<file path="src/rtl/sat_pkg.sv">
`default_nettype none
//============================================================================
// Module      : sat_pkg
// Description : Shared encodings for the SAT clause/BCP blocks.
//               Literal codes (2 bits per variable in a clause), value codes
//               (3 bits per variable: bit2 = implied flag, [1:0] = value) and
//               the BCP sequencer state enum.
// Revision    : 1.0 - initial release
//============================================================================
package sat_pkg;

    // Literal encoding inside a clause word
    localparam logic [1:0] LIT_NONE  = 2'b00;
    localparam logic [1:0] LIT_POS   = 2'b01;
    localparam logic [1:0] LIT_NEG   = 2'b10;

    // Variable value encoding, bits [1:0] of each 3-bit field
    localparam logic [1:0] VAL_FREE  = 2'b00;
    localparam logic [1:0] VAL_TRUE  = 2'b01;
    localparam logic [1:0] VAL_FALSE = 2'b10;

    // Position of the "implied" flag inside each 3-bit field
    localparam int IMP_BIT = 2;

    typedef enum logic [2:0] {
        IDLE = 3'd0,
        LOAD = 3'd1,
        EVAL = 3'd2,
        NEXT = 3'd3,
        DONE = 3'd4
    } bcp_state_t;

endpackage
`default_nettype wire

</file>
<file path="src/rtl/clause_bcp_ctrl_merge.sv">
`default_nettype none
//============================================================================
// Module      : bcp_merge
// Description : Combinational merge of an evaluator result into the working
//               value vector. A variable takes the returned value only when
//               it is currently free and the evaluator marked it as implied
//               with a concrete value.
// Ports       : i_cur     - working vector (3 bits per variable)
//               i_ret     - vector returned by the clause evaluator
//               o_merged  - merged vector
//               o_changed - at least one variable was newly assigned
// Revision    : 1.0 - initial release
//============================================================================
module bcp_merge
    import sat_pkg::*;
#(
    parameter int NUM_VARS = 8
) (
    input  logic [NUM_VARS*3-1:0] i_cur,
    input  logic [NUM_VARS*3-1:0] i_ret,
    output logic [NUM_VARS*3-1:0] o_merged,
    output logic                  o_changed
);

    logic [NUM_VARS-1:0] w_take;

    for (genvar gi = 0; gi < NUM_VARS; gi++) begin : g_var
        assign w_take[gi] = (i_cur[3*gi +: 2] == VAL_FREE)
                          && i_ret[3*gi + IMP_BIT]
                          && (i_ret[3*gi +: 2] != VAL_FREE);
        assign o_merged[3*gi +: 3] = w_take[gi] ? i_ret[3*gi +: 3] : i_cur[3*gi +: 3];
    end

    assign o_changed = |w_take;

endmodule
`default_nettype wire

</file>
<file path="src/rtl/clause_bcp_ctrl.sv">
`default_nettype none
//============================================================================
// Module      : clause_bcp_ctrl
// Description : Boolean constraint propagation sequencer. Holds a small
//               clause bank, presents one clause at a time to a shared
//               clause1 evaluator and merges returned implications into a
//               working vector, repeating passes until a fixed point or a
//               conflict.
// Ports       : clk/rst              - clock, synchronous active-high reset
//               wr_i/wr_addr_i/clause_i/clause_len_i - bank write (IDLE only)
//               start_i/var_value_i  - start a run on the given vector
//               var_value_o          - working/result vector
//               busy_o/done_o        - run in progress / completion pulse
//               conflict_o/conflict_idx_o - sticky conflict flag and slot
//               c_*                  - interface to the clause1 evaluator
// Options     : BCP_SKIP_SAT_EN - skip slots already found satisfied in an
//               earlier pass of the same run.
// Revision    : 1.0 - initial release
//============================================================================
module clause_bcp_ctrl
    import sat_pkg::*;
#(
    parameter  int NUM_VARS    = 8,
    parameter  int NUM_CLAUSES = 16,
    parameter  int WIDTH_C_LEN = 5,
    localparam int AW          = $clog2(NUM_CLAUSES)
) (
    input  logic                   clk,
    input  logic                   rst,
    input  logic                   wr_i,
    input  logic [AW-1:0]          wr_addr_i,
    input  logic [NUM_VARS*2-1:0]  clause_i,
    input  logic [WIDTH_C_LEN-1:0] clause_len_i,
    input  logic                   start_i,
    input  logic [NUM_VARS*3-1:0]  var_value_i,
    output logic [NUM_VARS*3-1:0]  var_value_o,
    output logic                   busy_o,
    output logic                   done_o,
    output logic                   conflict_o,
    output logic [AW-1:0]          conflict_idx_o,
    output logic                   c_wr_o,
    output logic [NUM_VARS*2-1:0]  c_clause_o,
    output logic [WIDTH_C_LEN-1:0] c_clause_len_o,
    output logic [NUM_VARS*3-1:0]  c_var_value_o,
    input  logic [NUM_VARS*3-1:0]  c_var_value_i,
    input  logic                   c_sat_i,
    input  logic                   c_conflict_i
);

    bcp_state_t             r_state, w_next;
    logic [NUM_VARS*2-1:0]  r_bank_clause [NUM_CLAUSES];
    logic [WIDTH_C_LEN-1:0] r_bank_len    [NUM_CLAUSES];
    logic [NUM_VARS*3-1:0]  r_work;
    logic [AW-1:0]          r_slot;
    logic                   r_changed;
    logic                   r_conflict;
    logic [AW-1:0]          r_conflict_idx;

    logic [NUM_VARS*3-1:0]  w_merged;
    logic                   w_merge_changed;
    logic                   w_masked;
    logic                   w_skip;
    logic                   w_last;

`ifdef BCP_SKIP_SAT_EN
    logic [NUM_CLAUSES-1:0] r_sat_mask;
    assign w_masked = r_sat_mask[r_slot];
`else
    logic w_unused_sat;
    assign w_unused_sat = c_sat_i;
    assign w_masked     = 1'b0;
`endif

    assign w_skip = (r_bank_len[r_slot] == '0) || w_masked;
    assign w_last = (r_slot == AW'(NUM_CLAUSES - 1));

    bcp_merge #(
        .NUM_VARS (NUM_VARS)
    ) u_merge (
        .i_cur     (r_work),
        .i_ret     (c_var_value_i),
        .o_merged  (w_merged),
        .o_changed (w_merge_changed)
    );

    always_comb begin
        w_next = r_state;
        case (r_state)
            IDLE: if (start_i) w_next = LOAD;
            LOAD: w_next = w_skip ? NEXT : EVAL;
            EVAL: w_next = c_conflict_i ? DONE : NEXT;
            NEXT: w_next = (!w_last || r_changed) ? LOAD : DONE;
            DONE: w_next = IDLE;
            default: w_next = IDLE;
        endcase
    end

    always_ff @(posedge clk) begin
        if (rst) begin
            r_state        <= IDLE;
            r_work         <= '0;
            r_slot         <= '0;
            r_changed      <= 1'b0;
            r_conflict     <= 1'b0;
            r_conflict_idx <= '0;
            for (int i = 0; i < NUM_CLAUSES; i++) begin
                r_bank_clause[i] <= '0;
                r_bank_len[i]    <= '0;
            end
`ifdef BCP_SKIP_SAT_EN
            r_sat_mask     <= '0;
`endif
        end else begin
            r_state <= w_next;
            case (r_state)
                IDLE: begin
                    if (wr_i) begin
                        r_bank_clause[wr_addr_i] <= clause_i;
                        r_bank_len[wr_addr_i]    <= clause_len_i;
                    end
                    if (start_i) begin
                        r_work     <= var_value_i;
                        r_conflict <= 1'b0;
                        r_changed  <= 1'b0;
                        r_slot     <= '0;
`ifdef BCP_SKIP_SAT_EN
                        r_sat_mask <= '0;
`endif
                    end
                end
                EVAL: begin
                    // On conflict the working vector is left untouched so the
                    // caller sees the state that produced the conflict.
                    if (c_conflict_i) begin
                        r_conflict     <= 1'b1;
                        r_conflict_idx <= r_slot;
                    end else begin
                        r_work <= w_merged;
                        if (w_merge_changed) r_changed <= 1'b1;
                    end
`ifdef BCP_SKIP_SAT_EN
                    if (c_sat_i) r_sat_mask[r_slot] <= 1'b1;
`endif
                end
                NEXT: begin
                    if (!w_last) begin
                        r_slot <= r_slot + AW'(1);
                    end else if (r_changed) begin
                        r_changed <= 1'b0;
                        r_slot    <= '0;
                    end
                end
                default: ;
            endcase
        end
    end

    assign var_value_o    = r_work;
    assign busy_o         = (r_state != IDLE);
    assign done_o         = (r_state == DONE);
    assign conflict_o     = r_conflict;
    assign conflict_idx_o = r_conflict_idx;
    assign c_wr_o         = (r_state == LOAD) && !w_skip;
    assign c_clause_o     = c_wr_o ? r_bank_clause[r_slot] : '0;
    assign c_clause_len_o = c_wr_o ? r_bank_len[r_slot]    : '0;
    assign c_var_value_o  = r_work;

endmodule
`default_nettype wire
</file>
<file path="config.mk">
export PLATFORM = sky130hd
export DESIGN_NAME = clause_bcp_ctrl
export DESIGN_NICKNAME = d
export VERILOG_FILES = /design/src/rtl/sat_pkg.sv /design/src/rtl/clause_bcp_ctrl_merge.sv /design/src/rtl/clause_bcp_ctrl.sv
export SDC_FILE = /design/constraint.sdc
export NUM_CORES = 1
export LEC_CHECK = 0
export ABC_AREA = 1
export BUFFER_PORTS_ARGS = -buffer_cell sky130_fd_sc_hd__buf_2
export CORE_MARGIN = 2
export CORE_UTILIZATION = 54
export CTS_CLUSTER_DIAMETER = 120
export DETAILED_ROUTE_END_ITERATION = 8
export PLACE_DENSITY = 0.76
export SKIP_CTS_REPAIR_TIMING = 1
export SYNTH_ARGS = -nofsm -noshare
export SYNTH_HDL_FRONTEND = slang
export SYNTH_HIERARCHICAL = 1
export SYNTH_SLANG_ARGS = --single-unit
</file>
<file path="constraint.sdc">
create_clock -name clk -period 2 [get_ports clk]
set_input_delay 0.2 -clock clk [delete_from_list [all_inputs] [get_ports clk]]
set_output_delay 0.2 -clock clk [all_outputs]
set_load 0.005 [all_outputs]
</file>
# Word level (Yosys, flattened, before mapping)
# Memories as Yosys holds them, arrays and structs flattened. A register that Yosys moved wholly into a read port is not among the register bits.
# Index checks and enable logic that the tools add are counted.
op_classes:
  addsub: 1
  n_eq_ne: 19
  muxes: 45
  n_reduce_logical: 57
op_table:
  columns: ["operator", "n"]
  rows:
  - ["two-way mux 24 bit", 2]
  - ["case mux 24 bit (2 select lines)", 1]
  - ["two-way mux 4 bit", 9]
  - ["two-way mux 3 bit", 11]
  - ["two-way mux 16 bit", 2]
  - ["AND reduction 4 bit", 8]
  - ["nonzero test 2 bit", 10]
  - ["inequality test 2 x 1 -> 1 bit, second input constant", 9]
  - ["logical AND 1 bit", 17]
  - ["logical NOT 2 bit", 8]
  - ["OR reduction 16 bit", 1]
  - ["two-way mux 1 bit", 14]
  - ["case mux 3 bit (4 select lines)", 1]
  - ["two-way mux 5 bit", 2]
  - ["inequality test 2 bit, second input constant", 4]
  - ["case mux 4 bit (2 select lines)", 1]
  - ["OR reduction 8 bit", 1]
  - ["== test 3 x 2 -> 1 bit, second input constant", 2]
  - ["AND reduction 3 bit", 2]
  - ["nonzero test 3 bit", 2]
  - ["logical NOT 5 bit", 1]
  - ["AND reduction 5 bit", 1]
  - ["OR reduction 5 bit", 1]
  - ["adder 4 x 1 -> 4 bit, second input constant", 1]
  - ["other kinds (10)", 11]
word_totals:
  ff_bits: 37
  mem_bits_rw: 336
  in_bits: 79
  out_inout_bits: 77
  elab_cells: 137
  memories: 2
memory_table:
  columns: ["memory", "depth", "width", "read_ports", "rd_ports_with_merged_regs", "wr", "line_no", "source"]
  rows:
  - ["r_bank_clause", 16, 16, 1, 1, 16, "clause_bcp_ctrl.sv:51", "logic [NUM_VARS*2-1:0] r_bank_clause [NUM_CLAUSES];"]
  - ["r_bank_len", 16, 5, 1, 1, 16, "clause_bcp_ctrl.sv:52", "logic [WIDTH_C_LEN-1:0] r_bank_len [NUM_CLAUSES];"]

# Longest topological paths before layout
depth:
  depth_word: 7
  mapped_depth: 13
  mapped_depth_nobuf: 11

# Cells and area by module
# Netlist, hierarchy kept.
modules_own_cells:
  columns: ["module", "instances", "cells_each", "area_per_inst_um2", "seq_area_each_um2"]
  rows:
  - ["clause_bcp_ctrl", 1, 1748, 17021.3, 10910.5]
  - ["bcp_merge", 1, 79, 421.7, 0.0]

# Worst setup path after synthesis
# OpenSTA, ideal clock, no wires.
synth_timing:
  path_type: "reg2reg"
  startpoint: "register r_state[2]"
  endpoint: "memory r_bank_clause[6][0] (netlist bit) (enable)"
  setup_time_ps: 378
  arrival_time_ps: 1773
  required_ps: 1622
  setup_slack_ps: -151
  path_stages_with_launch: 9
  n_path_buf: 1
  period_less_slack_ps: 2151
  path_cell_list: "dfxtp_1 -> nor2_1 -> nand2_1 -> inv_1 -> nand3_1 -> nor3_2 -> nand2_1 -> buf_2 -> nand2_1"
synth_lines:
  columns: ["item", "line_no", "source"]
  rows:
  - ["start: declaration", "clause_bcp_ctrl.sv:50", "bcp_state_t r_state, w_next;"]
  - ["start signal: assignment", "clause_bcp_ctrl.sv:114", "r_state <= w_next;"]
  - ["end: declaration", "clause_bcp_ctrl.sv:51", null]

==> flow_metrics.py <==
metrics = {
    "outcome": {
        "status": "finished, violations left",
        "violations": "setup timing",
    },
    "sta": {
        "fmax_mhz": 383.9,
        "worstMarginPinSlew_ns": 0.6935,
        "finalCritPeriodShare": 1.302,
        "fin_setup_tns_ns": -11.77,
        "worst_slack_ns": -0.6048,
        "finalCriticalPeriod_ns": 2.605,
        "skew_ns": 0.01055,
        "slew_violations": 0,
        "hold_violations": 0,
        "finalSetupViolCount": 22,
        "relSlewSlack": 0.5372,
        "rsz0062_at_grt": "true",
    },
    "floorplanning": {
        "dieArea_sq_um": 33750,
        "core.rowCount": 65,
        "die_w_um": 183.7,
        "ios": 156,
        "core_area_sq_um": 31720,
        "die_y_um": 183.7,
        "initial_core_util": 0.5499,
    },
    "power_and_ir_drop": {
        "leakage_nw": 8.750,
        "vdd_drop_max_mv": 0.7687,
        "p_seq_frac": 0.469,
        "clock_power_share": 0.347,
        "p_sw_frac": 0.2726,
        "comb_power_share": 0.184,
        "p_int_mw": 14.23,
        "power_density_nw_per_um2": 935.0,
        "p_switching_mw": 5.334,
    },
    "drt": {
        "drcViolationCount": 0,
        "drtAntennaViolNets": 0,
        "finalWirelength_um": 48980,
        "drt-wirelength-per-cell_um": 20.15,
        "drt-initial-drc-count": 1638,
        "drt-pass1-iter-count": 6,
        "num_vias": 14230,
        "vias_per_cell": 5.854,
    },
    "grt": {
        "antenna_found_initial": 0,
        "grt_usage": 0.2818,
        "grt-ovfl-total": 0,
        "grt_max_degree": 59,
        "grt_pass1_wl_um": 73330,
        "grt_pass1_vias": 13780,
    },
    "yosys": {
        "synth_area_sq_um": 17440,
        "ys_seq_area_frac": 0.6255,
        "synth.distinct_cells": 34,
        "avgSynthCellArea_sq_um": 9.547,
        "synth_cells": 1827,
        "syn_nets": 1907,
        "yosys_warnings": 6,
        "synth-seq-cells": 377,
    },
    "setup_path": {
        "critPathArrivalTime_ns": 2.40,
        "path_common_cell": "clkbuf_16",
        "cp_slowest_cell": "dfxtp_4",
        "crit_required_ns": 1.80,
        "max_stage_delay_ns": 0.46,
        "crit_family": "simple AND/OR/NAND/NOR gates",
        "path_class": "reg2out",
        "critPathMaxFanout": 9,
        "cp-end-kind": "output pin",
        "critPathBufInv": 4,
        "crit_chain": "inv_8 -> clkbuf_16 -> o21ai_1 -> nand3_1 -> nand3_2 -> nand2_2 -> nor2_4 -> nand3_4 -> nand2_8 -> clkbuf_16 -> nor2_1 -> buf_2",
        "worstSetupStartpointType": "flip-flop",
    },
    "placement": {
        "hpwlAfterDp_um": 29780,
        "dp_cells": 2327,
        "port_buffers": 154,
        "place_congestion": 0.9207,
    },
    "hold_path": {
        "hold_path.class": "in2reg",
    },
    "clock_network": {
        "clock_latency_ns": 0.54,
        "root_buffer": "clkbuf_16",
        "cts_buffers": 40,
        "cts_sinks": 377,
        "tritoncts": "built",
        "clk_path_buf_depth": 3,
        "clkTransAtPathRegs_ns": 0.06,
        "cts.htree.levels": 2,
    },
    "cells_and_area": {
        "layout-drive-gt1-share": 0.2011,
        "diodes": 0,
        "syn2layout_area_growth_pct": 19.98,
        "finalNonFillerCells": 2431,
        "post-route-util": 0.6598,
        "finalNetCount": 2079,
        "fillers": 2391,
    },
    "run": {
        "drv_cap": 0,
    },
}
-- cell usage in the layout (no fill, tap or decap), types with 29 or more instances in the layout --
cell	count
buf_4	63
dfxtp_1	37
buf_2	154
o21ai_0	136
nand2_1	277
buf_12	29
nand3_1	52
nor2_1	493
inv_1	86
clkbuf_16	47
edfxtp_1	336
o22ai_1	53
-- sequential cells by signal (all words and copies together) (netlist names), named ones only --
register	count
c_var_value_o	24
conflict_idx_o	4
conflict_o	1
r_bank_clause	256
r_bank_len	80
r_changed	1
r_slot	4
r_state	3
-- metrics by stage --
step / power (mW) / cell area (sq um) / hold slack, ns / worst slack [ns]
after floorplan: 11.34 / 17480 / 0.3609 / 0.06055
after global placement: 12.36 / 19050 / 0.4526 / -0.04962
after detailed placement: 12.47 / 19050 / 0.4575 / -0.1370
after CTS: 19.18 / 20230 / -0.07432 / -0.7000
after global routing: 20.25 / 20930 / 0.04359 / -0.7072
final: 19.57 / 20930 / 0.03777 / -0.6048
-- power by group through the flow --
stage / clock [mW] / sequential (mW) / combinational, mW
6_report: 6.79 / 9.18 / 3.60
5_1_grt: 7.14 / 9.22 / 3.89
4_1_cts: 6.85 / 9.16 / 3.17
3_5_place_dp: 0 / 9.32 / 3.15
3_3_place_gp: 0 / 9.30 / 3.06
2_1_floorplan: 0 / 9.27 / 2.07
-- per-layer routing --
metal / GRT usage / vias up / routed length [um]
li1: - / 6479 / -
met1: 0.3741 / 6816 / 18640
met2: 0.4723 / 803 / 23980
met3: 0.03288 / 134 / 4363
met4: 0.1203 / 0 / 1998
met5: 0 / - / 0
-- synth_stat cells, drive strengths merged --
library cell	number	area, sq um
nor2	510	1934
edfxtp	336	10090
nand2	303	1147
o21ai	146	730.7
buf	105	664.4
inv	95	356.6
nand3	77	430.4
clkbuf	54	202.7
o22ai	53	331.6
dfxtp	41	820.8
a21oi	25	125.1
a31oi	24	150.1
o211ai	16	120.1
o21bai	16	120.1
a32o	11	110.1
nor3	7	45.04
a211oi	1	7.510
and3	1	6.260
clkinv	1	3.750
ha	1	12.51
nand4	1	6.260
o21a	1	7.510
o221a	1	11.26
xnor2	1	8.760
-- worst paths after layout --
check                    start                    to  slack [ns]  depth (start not counted)
max                  flip-flop        c_clause_o[14]       -0.60                         12
min reg2reg  conflict_idx_o[2]     conflict_idx_o[2]        0.47                          2
min               c_conflict_i            r_state[1]        0.04                          3
max reg2reg         r_state[2]  r_bank_clause[1][11]        0.15                          8
-- worst min-delay path: cells and delay by family --
family	cells	cell delay, ns
buffers and inverters	1	0.10
AO/OA/AOI/OAI	1	0.16
AND/OR/NAND/NOR	1	0.05
-- layout make-up --
type,count,area [sq um],area share
inverter,96,367.9,0.01758
clock buffer,55,1102,0.05267
multi-input combinational,1195,5570,0.2662
clock inverter,17,82.58,0.003946
timing repair buffer,289,2384,0.1139
sequential,377,10920,0.5217
tap,402,503.0,0.02403
-- kinds of logic after synthesis --
kind of cell | Yosys count | synth area share
xor+xnor | 1 | 0.0005022
flops | 377 | 0.6255
simple gates | 899 | 0.2046
fa+ha+maj | 1 | 0.0007172
compound gates | 294 | 0.09827
buf+inv | 255 | 0.07037
(Power assumes the default switching activity.)
